===== config.mk =====
export PLATFORM = sky130hd
export DESIGN_NAME = stream_popcount
export DESIGN_NICKNAME = d
export VERILOG_FILES = /design/src/rtl/stoch_pkg.sv /design/src/rtl/window_counter.sv /design/src/rtl/stream_popcount.sv
export SDC_FILE = /design/constraint.sdc
export NUM_CORES = 1
export LEC_CHECK = 0
export CELL_PAD_IN_SITES_DETAIL_PLACEMENT = 0
export CELL_PAD_IN_SITES_GLOBAL_PLACEMENT = 1
export CORE_ASPECT_RATIO = 1.5
export CORE_MARGIN = 2
export CORE_UTILIZATION = 35
export CTS_CLUSTER_DIAMETER = 40
export DETAILED_ROUTE_END_ITERATION = 6
export PLACE_DENSITY_LB_ADDON = 0.3
export SLEW_MARGIN = 30
export SYNTH_ARGS = -nofsm -noshare
export SYNTH_HDL_FRONTEND = slang
export SYNTH_SLANG_ARGS = --single-unit

===== constraint.sdc =====
create_clock -name clk -period 1.6 [get_ports clk]
set_input_delay 0.16 -clock clk [delete_from_list [all_inputs] [get_ports clk]]
set_output_delay 0.16 -clock clk [all_outputs]
set_load 0.01 [all_outputs]

===== src/rtl/stoch_pkg.sv =====
// Shared definitions for the stochastic datapath: FSM encoding for the
// stream-to-binary converter and the window-length mapping.
package stoch_pkg;

    typedef enum logic [1:0] {
        ST_IDLE = 2'd0,
        ST_RUN  = 2'd1,
        ST_HOLD = 2'd2
    } state_e;

    // A programmed length of zero means the full 2^width window, so the
    // result needs one extra bit over the programmed field.
    function automatic logic [32:0] window_cycles(input logic [31:0] win_len,
                                                  input int unsigned width);
        if (win_len == 32'd0) begin
            return 33'd1 << width;
        end
        return {1'b0, win_len};
    endfunction

endpackage


===== src/rtl/window_counter.sv =====
// Loadable down counter tracking the cycles left in the current window;
// `last` flags the final sampling cycle.
module window_counter #(
    parameter int unsigned W = 9
) (
    input  logic         clk,
    input  logic         rst,
    input  logic         load,
    input  logic [W-1:0] load_val,
    input  logic         en,
    output logic [W-1:0] rem,
    output logic         last
);

    logic [W-1:0] rem_q;
    logic [W-1:0] rem_d;

    always_comb begin
        rem_d = rem_q;
        if (load) begin
            rem_d = load_val;
        end else if (en) begin
            rem_d = rem_q - W'(1);
        end
    end

    always_ff @(posedge clk) begin
        if (rst) begin
            rem_q <= '0;
        end else begin
            rem_q <= rem_d;
        end
    end

    assign rem  = rem_q;
    assign last = (rem_q == W'(1));

endmodule


===== src/rtl/stream_popcount.sv =====
// Counts the ones of a 1-bit stochastic stream over a programmable window
// and offers the count on a valid/ready output.
module stream_popcount
    import stoch_pkg::*;
#(
    parameter int unsigned WIDTH = 8
) (
    input  logic             clk,
    input  logic             rst,
    input  logic             start,
    input  logic [WIDTH-1:0] win_len,
    input  logic             bit_in,
    output logic             busy,
    output logic [WIDTH:0]   count,
    output logic             valid,
    input  logic             ready,
    output logic [1:0]       dbg_state
);

    localparam int unsigned CW = WIDTH + 1;

    state_e          state_q, state_d;
    logic [CW-1:0]   acc_q, acc_d;
    logic [CW-1:0]   count_q, count_d;
    logic            valid_q, valid_d;

    logic            win_load;
    logic            win_en;
    logic            win_last;
    logic [CW-1:0]   win_rem;
    logic [CW-1:0]   win_load_val;

    assign win_load_val = CW'(window_cycles(32'(win_len), WIDTH));

    window_counter #(.W(CW)) u_window_counter (
        .clk      (clk),
        .rst      (rst),
        .load     (win_load),
        .load_val (win_load_val),
        .en       (win_en),
        .rem      (win_rem),
        .last     (win_last)
    );

    // Handshake: valid rises with a fresh count and holds it unchanged
    // until the edge where valid && ready; only then does valid drop and
    // the FSM return to IDLE. count itself is retained afterwards.
    always_comb begin
        state_d  = state_q;
        acc_d    = acc_q;
        count_d  = count_q;
        valid_d  = valid_q;
        win_load = 1'b0;
        win_en   = 1'b0;
        unique case (state_q)
            ST_IDLE: begin
                if (start) begin
                    win_load = 1'b1;
                    acc_d    = '0;
                    state_d  = ST_RUN;
                end
            end
            ST_RUN: begin
                win_en = 1'b1;
                acc_d  = acc_q + CW'(bit_in);
                if (win_last) begin
                    count_d = acc_q + CW'(bit_in);
                    valid_d = 1'b1;
                    state_d = ST_HOLD;
                end
            end
            ST_HOLD: begin
                if (valid_q && ready) begin
                    valid_d = 1'b0;
                    state_d = ST_IDLE;
                end
            end
            default: begin
                state_d = ST_IDLE;
                valid_d = 1'b0;
            end
        endcase
    end

    always_ff @(posedge clk) begin
        if (rst) begin
            state_q <= ST_IDLE;
            acc_q   <= '0;
            count_q <= '0;
            valid_q <= 1'b0;
        end else begin
            state_q <= state_d;
            acc_q   <= acc_d;
            count_q <= count_d;
            valid_q <= valid_d;
        end
    end

    assign busy      = (state_q != ST_IDLE);
    assign count     = count_q;
    assign valid     = valid_q;
    assign dbg_state = state_q;

endmodule


**Word level (Yosys, flattened, before mapping)**

Cells that the tools add are included.

- Flip-flop bits (word level): 30
- Bits in latches: 0
- Memory bits (writable): 0
- Memory bits (read-only): 0
- Output and inout bits: 13
- Memories kept: 0

- $add $sub $neg: 2
- $mul: 0
- Divide/modulo/power cells: 0
- Magnitude comparators: 0
- Eq/ne operators: 6
- Shifts and indexed selects: 0
- Muxes and demuxes: 17
- Bitwise operators: 1
- Reductions and logical operators: 10

Operators with widths:

| cell | number |
|---|---|
| $mux W9 | 5 |
| $pmux W9 S2 | 1 |
| $add A9 B1 Y9 | 1 |
| $eq A9 B1 Y1 const B | 1 |
| $sub A9 B1 Y9 const B | 1 |
| $logic_not A8 Y1 | 1 |
| $mux W1 | 6 |
| $mux W2 | 3 |
| $pmux W2 S3 | 1 |
| $reduce_and A3 Y1 | 2 |
| $reduce_bool A2 Y1 | 3 |
| $ne A2 B2 Y1 const B | 2 |
| $reduce_and A2 Y1 | 2 |
| $pmux W1 S3 | 1 |
| $eq A2 B1 Y1 const B | 1 |
| $eq A2 B2 Y1 const B | 1 |
| $logic_not A2 Y1 | 1 |
| $ne A2 B1 Y1 const B | 1 |
| $logic_and A1 B1 Y1 | 1 |
| $not A1 Y1 | 1 |

**Depth between registers and ports, before layout**

Gate-level depths: netlist (run 1).

- Depth after elaboration: 4
- Gate-level depth with buffers: 8
- Mapped depth without buffers: 6

**Cells and area by module**

A second synthesis (run 1) with hierarchy kept.

- Cell total of the unflattened synthesis: 183
- Area total of the unflattened synthesis: 1539.0 um^2

By module, submodules not included:

| module | instances | cells each | area each (um^2) |
|---|---|---|---|
| stream_popcount | 1 | 123 | 1039.7 |
| window_counter | 1 | 60 | 499.2 |

**Worst setup path before layout (run 1)**

No wires, ideal clock.

- Path kind: register -> register
- From: reg acc_q[0]
- To: reg count_q[8], in the netlist count[8]
- Setup time: 0.080 ns
- Data arrival time: 1.402 ns
- Required time: 1.520 ns
- Setup slack: 0.118 ns
- Cell stages (with the launch flop): 7
- Period minus slack after synthesis: 1.482 ns
- Cell sequence: dfxtp_1 -> ha_1 -> ha_1 -> and4_1 -> nand4_1 -> xor2_1 -> a211oi_2

- Longest elaborated chain between the ends: 1

RTL lines:

| element | RTL line | source |
|---|---|---|
| from (decl) | stream_popcount.sv:23 | `logic [CW-1:0] acc_q, acc_d;` |
| from (signal assigned) | stream_popcount.sv:88 | `acc_q <= '0;` |
| from (signal assigned) | stream_popcount.sv:93 | `acc_q <= acc_d;` |
| $add A9 B1 Y9 | stream_popcount.sv:67 | `count_d = acc_q + CW'(bit_in);` |
| to (signal assigned) | stream_popcount.sv:94 | `count_q <= count_d;` |
| to (decl) | stream_popcount.sv:24 | `logic [CW-1:0] count_q, count_d;` |

Every way passes these cells.
A chain may end at the register's enable or synchronous reset.

**Final worst setup path (run 1)**

- From: in bit_in
- To: reg count_q[8], in the netlist count[8]

- Longest elaborated chain between the ends: 1

RTL lines:

| element | RTL line | source |
|---|---|---|
| from (decl) | stream_popcount.sv:12 | `input logic bit_in,` |
| $add A9 B1 Y9 | stream_popcount.sv:67 |  |

Every way passes these cells.

==> results of run 1 <==
-- worst max-delay path: stages --
cell and delay, ns:
clkdlybuf4s50_1 0.46, ha_1 0.17, ha_1 0.17, and4_4 0.25
nand4_1 0.11, xor2_1 0.18, a211oi_2 0.21
-- worst paths after layout --
| check | end | slack (ns) | from | depth (start not counted) |
|---|---|---|---|---|
| setup / recovery | count[8] | 0.1 | bit_in | 7 |
| hold / removal | acc_q[0] | 0.47 | acc_q[0] | 2 |
| setup reg to reg | count[1] | 0.1 | u_window_counter.rem[1] | 7 |
| hold reg to reg | acc_q[0] | 0.47 | acc_q[0] | 2 |
-- state kept, by name (all words and copies together) (netlist names) --
name and flops:
count 9, u_window_counter.rem 9, valid 1, dbg_state 2, acc_q 9
-- layer usage --
layer / vias to the layer above / GRT usage [%] / part of all wire, %
met5: - / 0 / 0
met1: 678 / 16.6 / 39
met3: 4 / 4.78 / 3.2
li1: 706 / - / -
met2: 19 / 29.9 / 56
met4: 0 / 7.40 / 1.2
-- cells in the final DEF (no fill, tap or decap), drive strengths merged, types with 2 or more instances in the layout --
cell,count
a211oi,4
a21oi,17
a221oi,3
a22oi,2
a31oi,2
and3,2
and4,2
buf,19
clkbuf,7
clkdlybuf4s50,24
dfxtp,30
ha,4
inv,3
mux2i,5
nand2,9
nand3,9
nand3b,2
nand4,6
nand4b,2
nor2,24
nor2b,2
nor3,5
nor4,2
o21ai,4
o31ai,4
or3,2
xnor2,2
xor2,6
-- power by group through the flow --
stage,sequential (W),combinational [W],clock [W]
after floorplan,0.000843,0.000214,0
after global placement,0.000840,0.000374,0
after detailed placement,0.000842,0.000375,0
after CTS,0.000828,0.000379,0.000653
after global routing,0.000836,0.000432,0.000698
final,0.000831,0.000389,0.000632
-- what timing repair did --
item,4_1_cts,5_1_grt
gates cloned,0,0
resized for setup,2,11
buffers inserted,0,1
hold endpoints to repair,0,0
pin swaps,0,1
setup endpoints to repair,10,16
-- stage by stage --
step                      worst slack (ns)  power [W]  cell area (um^2)  hold slack, ns  instances
after floorplan                      0.118    0.00106              1520           0.310        171
final                               0.0969    0.00185              2040           0.473        260
after CTS                           0.0131    0.00186              2000           0.476        259
after detailed placement            -0.234    0.00122              1900           0.467        251
after global placement              -0.205    0.00121              1900           0.469        251
after global routing               0.00260    0.00197              2040           0.490        260
-- cells by family after synthesis --
group / synth area share, %
AO/OA/AOI/OAI: 17.9
buffers and inverters: 4.70
XOR/XNOR: 4.62
multiplexers: 3.30
flip-flops: 39.6
adder cells (fa/ha/maj): 3.30
AND/OR/NAND/NOR: 26.6
-- area by class of cell --
| cell class | count | area share, % |
|---|---|---|
| Timing Repair Buffer | 44 | 19.8 |
| Clock inverter | 1 | 0.246 |
| Tap cell | 46 | 2.83 |
| Multi-Input combinational cell | 129 | 42.7 |
| Inverter | 3 | 0.553 |
| Clock buffer | 7 | 4.24 |
| Sequential cell | 30 | 29.7 |
==> summary.md, run 1 <==
| Metric | Value |
|---|---|
| Outcome | `completed` |
| Setup CP Type | `primary input to register` |
| Clock share of power | `34.1%` |
| Detailed-route via count | `about 1,400` |
| Fmax | `around 670 MHz` |
| Dominant synthesized flop cell | `dfxtp_1` |
| Die ar. | `around 4900 um^2` |
| Clk_lat worst skew | `roughly 0.28 ns` |
| DR WL/cell | `14.0 um` |
| Pwr per Cell Area | `910 nW/um^2` |
| Fill count | `397` |
| Nets | `230` |
| Area of the multi-input gates | `between 800 and 900 um^2` |
| Hold Path Class | `register to register` |
| Worst VDD drop | `roughly 0.64 mV` |
| CP Capture Type | `register` |
| Synthesized instance count | `roughly 170` |
| Logic pwr share | `a little over a fifth` |
| P_sw | `about 0.00052 W` |
| Worst path required time | `around 1.8 ns` |
| Clock root buffer | `clkbuf_8` |
| Setup-failing EPs final | `0` |
| Layout cells sized above 1 | `between 20% and 30%` |
| Total I/O pin count | `26` |
| Initial Util | `36.0%` |
| Final hold viol count | `0` |
| Post-synth top area cell | `dfxtp_1` |
| Setup TNS | `0 ns` |
| Tmin final | `between 1.5 and 2 ns` |
| Largest cells by area after synthesis | `dfxtp_1, a21oi_1, nor2_1` |
| Yosys Warn Count | `0` |
| Worst EP arrival | `roughly 1.7 ns` |
| Placer Congestion | `0.859` |
| Seq pwr share | `about 45%` |
| Area share of the largest cell type after synthesis | `between 30% and 40%` |
| Global Route Usage Sum | `approximately 16%` |
| Count of hold-fix buffers inserted at cts | `0` |
| Register Area | `roughly 600 um^2` |
| TritonCTS Buffers | `5` |
| Number of flops mapped to enable cells by yosys | `0` |
| Vias in the first global route | `around 1,400` |
| Via density per instance | `5.41` |
| Initial DRC Count | `between 50 and 60` |
| FP Rows | `29` |
| Slew HR | `about four fifths` |
| Ant. Diodes | `0` |
| RSZ-0062 raised after global routing | `false` |
| Core area | `4210 um^2` |
| Final WL | `around 3.7 mm` |
| Leak | `between 0.7 and 0.8 nW` |
| Clock Tree Buf Depth | `2` |
| Internal | `about 0.0013 W` |
| Chip Height | `between 80 and 90 um` |
| Most frequent cell after synthesis | `dfxtp_1` |
| Max Slew Vio Count | `0` |
| Synth Cell Area | `~1500 um^2` |
| Sink Count | `30` |
| H-tree Lvls | `2` |
| Antenna Violating Nets Remaining | `0` |
| Worst Tran Pin Value | `about 0.33 ns` |
| Area Overhead vs Synth | `34.2%` |
| Largest net degree at the start of global routing | `13` |
| Post-synth net total | `~190` |
| Worst-path clk slew | `0.07 ns` |
| Startpoint types | `primary input` |
| Skew final | `approximately 0.0081 ns` |
| Initial DRT Pass Iterations | `4` |
| Detailed Place HPWL | `2.75 mm` |
| Synthesized area per cell | `between 8 and 9 um^2` |
| DRC | `0` |
| DIE WIDTH | `between 50 and 60 um` |
| Top cells by instance count after synthesis | `dfxtp_1, nor2_1, a21oi_1` |
| Switch share | `28.2%` |
| Initial antenna violation count | `0` |
| Critical path peak fanout | `3` |
| Maxcap violations | `0` |
| FFs w/ async S/R, synth | `0%` |
| I/O Buffers | `25` |
| Number of distinct library cells after synthesis | `between 40 and 50` |
| Final Util | `48.4%` |
| First-pass GRT wire length | `roughly 6.1 mm` |
| TritonCTS clock tree | `yes` |
| Register bit total from synthesis | `30` |
| Sequential share of the synthesized area | `around two fifths` |
| Final period util | `between 90% and 100%` |
| Remaining global-route overflow | `0` |
Note: power is estimated with default switching activity, not from simulation.
==> inputs of run 2 (changes only) <==
--- a/config.mk
+++ b/config.mk
@@ -5,11 +5,13 @@
 export SDC_FILE = /design/constraint.sdc
 export NUM_CORES = 1
 export LEC_CHECK = 0
+export ABC_CLOCK_PERIOD_IN_PS = 1600
 export CELL_PAD_IN_SITES_DETAIL_PLACEMENT = 0
 export CELL_PAD_IN_SITES_GLOBAL_PLACEMENT = 1
 export CORE_ASPECT_RATIO = 1.5
 export CORE_MARGIN = 2
 export CORE_UTILIZATION = 35
+export CTS_BUF_LIST = sky130_fd_sc_hd__clkbuf_4 sky130_fd_sc_hd__clkbuf_8 sky130_fd_sc_hd__clkbuf_16
 export CTS_CLUSTER_DIAMETER = 40
 export DETAILED_ROUTE_END_ITERATION = 6
 export PLACE_DENSITY_LB_ADDON = 0.3
==> summary.md, run 2 (same netlist as run 1, synthesis figures left out) <==
| Metric | Value |
|---|---|
| I/O Buffers | `25 (unchanged)` |
| RSZ-0062 raised after global routing | `false` |
| Total Power | `0.00187 W (+0.94%)` |
| Largest net degree at the start of global routing | `13 (unchanged)` |
| Global Route Usage Sum | `16.4% (unchanged)` |
| Final Util | `48.5% (+0.089 points)` |
| Clk_lat worst skew | `0.28 ns (about the same)` |
| Commonest non-fill, non-tap cell in the layout | `dfxtp_1` |
| Setup CP Type | `primary input to register` |
| DR WL/cell | `14.1 um (+0.38%)` |
| Maxcap violations | `0 (unchanged)` |
| Final hold slack | `0.473 ns (+0.0000180 ns)` |
| Setup-failing EPs final | `0 (unchanged)` |
| Skew final | `0.00806 ns (-0.0000578 ns)` |
| Placer Congestion | `0.859 (unchanged)` |
| Startpoint types | `primary input` |
| Fill count | `397 (unchanged)` |
| Nets | `230 (unchanged)` |
| Fmax | `663 MHz (-0.27%)` |
| Final WL | `3.67 mm (+0.38%)` |
| Max Slew Vio Count | `0 (unchanged)` |
| Vias in the first global route | `1,419 (unchanged)` |
| Final hold viol count | `0 (unchanged)` |
| Ant. Diodes | `0 (unchanged)` |
| Clock Tree Buf Depth | `2 (unchanged)` |
| Antenna Violating Nets Remaining | `0 (unchanged)` |
| Chip Height | `84.6 um (unchanged)` |
| CP Capture Type | `register` |
| TritonCTS Buffers | `5 (unchanged)` |
| Hold Path Class | `register to register` |
| Initial DRT Pass Iterations | `4 (unchanged)` |
| Pwr per Cell Area | `917 nW/um^2 (+0.75%)` |
| Detailed Place HPWL | `2.75 mm (unchanged)` |
| First-pass GRT wire length | `6.12 mm (unchanged)` |
| Remaining global-route overflow | `0 (unchanged)` |
| TritonCTS clock tree | `yes` |
| Initial Util | `36.0% (unchanged)` |
| H-tree Lvls | `2 (unchanged)` |
| Leak | `0.755 nW (+0.45%)` |
| Detailed-route via count | `1,398 (-0.64%)` |
| Worst Tran Pin Value | `0.334 ns (+0.00619 ns)` |
| Initial DRC Count | `54 (-5.3%)` |
| Tmin final | `1.51 ns (+0.00414 ns)` |
| Worst path required time | `1.82 ns (about the same)` |
| Area Overhead vs Synth | `34.5%` |
| Total I/O pin count | `26 (unchanged)` |
| DIE WIDTH | `57.7 um (unchanged)` |
| Worst EP arrival | `1.73 ns (+0.02 ns)` |
| DRC | `0 (unchanged)` |
| Layout cells sized above 1 | `22.4% (+0.47 points)` |
| Sink Count | `30 (unchanged)` |
| Via density per instance | `5.38 (-0.64%)` |
| Clock root buffer | `clkbuf_8` |
| Slew HR | `77.7% (-0.41 points)` |
| Most frequent cells in the layout | `dfxtp_1, clkdlybuf4s50_1, nor2_1, a21oi_1, buf_4` |
| Final period util | `94.2% (+0.26 points)` |
| Initial antenna violation count | `0 (unchanged)` |
| Worst VDD drop | `0.636 mV (-0.16%)` |
| Critical path peak fanout | `3 (unchanged)` |
| Fin cells | `260 (unchanged)` |
| Worst-path clk slew | `0.07 ns (about the same)` |
| FP Rows | `29 (unchanged)` |
| Die ar. | `4890 um^2 (unchanged)` |
| Outcome | `completed` |
| Setup TNS | `0 ns (unchanged)` |
| Core area | `4210 um^2 (unchanged)` |
| Post-placement cell count | `251 (unchanged)` |
-- run 2: cell counts in the layout (fill, tap and decap cells not counted) --
Identical to the previous run, type by type.
-- run 2: layout make-up --
class                   instances  area [um^2]  area share [%]
clock buffers                   7         90.1            4.42
clock inverters                 1         5.00           0.245
inverters                       3         11.3           0.552
multi-input cells             129          868            42.6
flip-flops and latches         30          604            29.6
well taps                      46         57.6            2.82
repair buffers                 44          403            19.8
-- run 2: critical path, cell delays in order --
cell,delay [ns]
clkdlybuf4s50_1,0.46
ha_1,0.17
ha_1,0.18
and4_4,0.25
nand2_1,0.08
or3_1,0.32
a21oi_1,0.12
-- run 2: final timing paths --
check                          start        to  slack (ns)  depth (start not counted)
max                           bit_in  acc_q[6]        0.09                          7
min reg2reg                 acc_q[0]  acc_q[0]        0.47                          2
min                         acc_q[0]  acc_q[0]        0.47                          2
max reg2reg  u_window_counter.rem[1]  count[1]        0.09                          7
-- run 2: power by group --
part	leakage (nW)	internal, W	switching [W]	total (W)
clock network	0.0517	0.000363	0.000285	0.000648
logic	0.458	0.000198	0.000192	0.000390
registers	0.245	0.000785	0.0000460	0.000831
total	0.755	0.00135	0.000523	0.00187
-- run 2: repair_timing --
| action | in CTS | in global routing |
|---|---|---|
| pin swaps | 0 | 1 |
| hold buffers | 0 | 0 |
| setup buffers | 0 | 1 |
| setup endpoints to repair | 10 | 16 |
| gates resized for setup | 2 | 11 |
-- run 2: through the flow --
stage / setup WS, ns / instance area [um^2]
global route: 0.00260 / 2040
floorplan: 0.118 / 1520
global placement: -0.205 / 1900
CTS: 0.0132 / 2000
finish: 0.0928 / 2040
detailed placement: -0.234 / 1900
-- run 2: routing by layer --
layer	part of all wire [%]	GRT usage [%]
met5	0	0
met3	2.7	4.78
met4	1.2	7.40
met1	38	16.6
met2	58	29.9
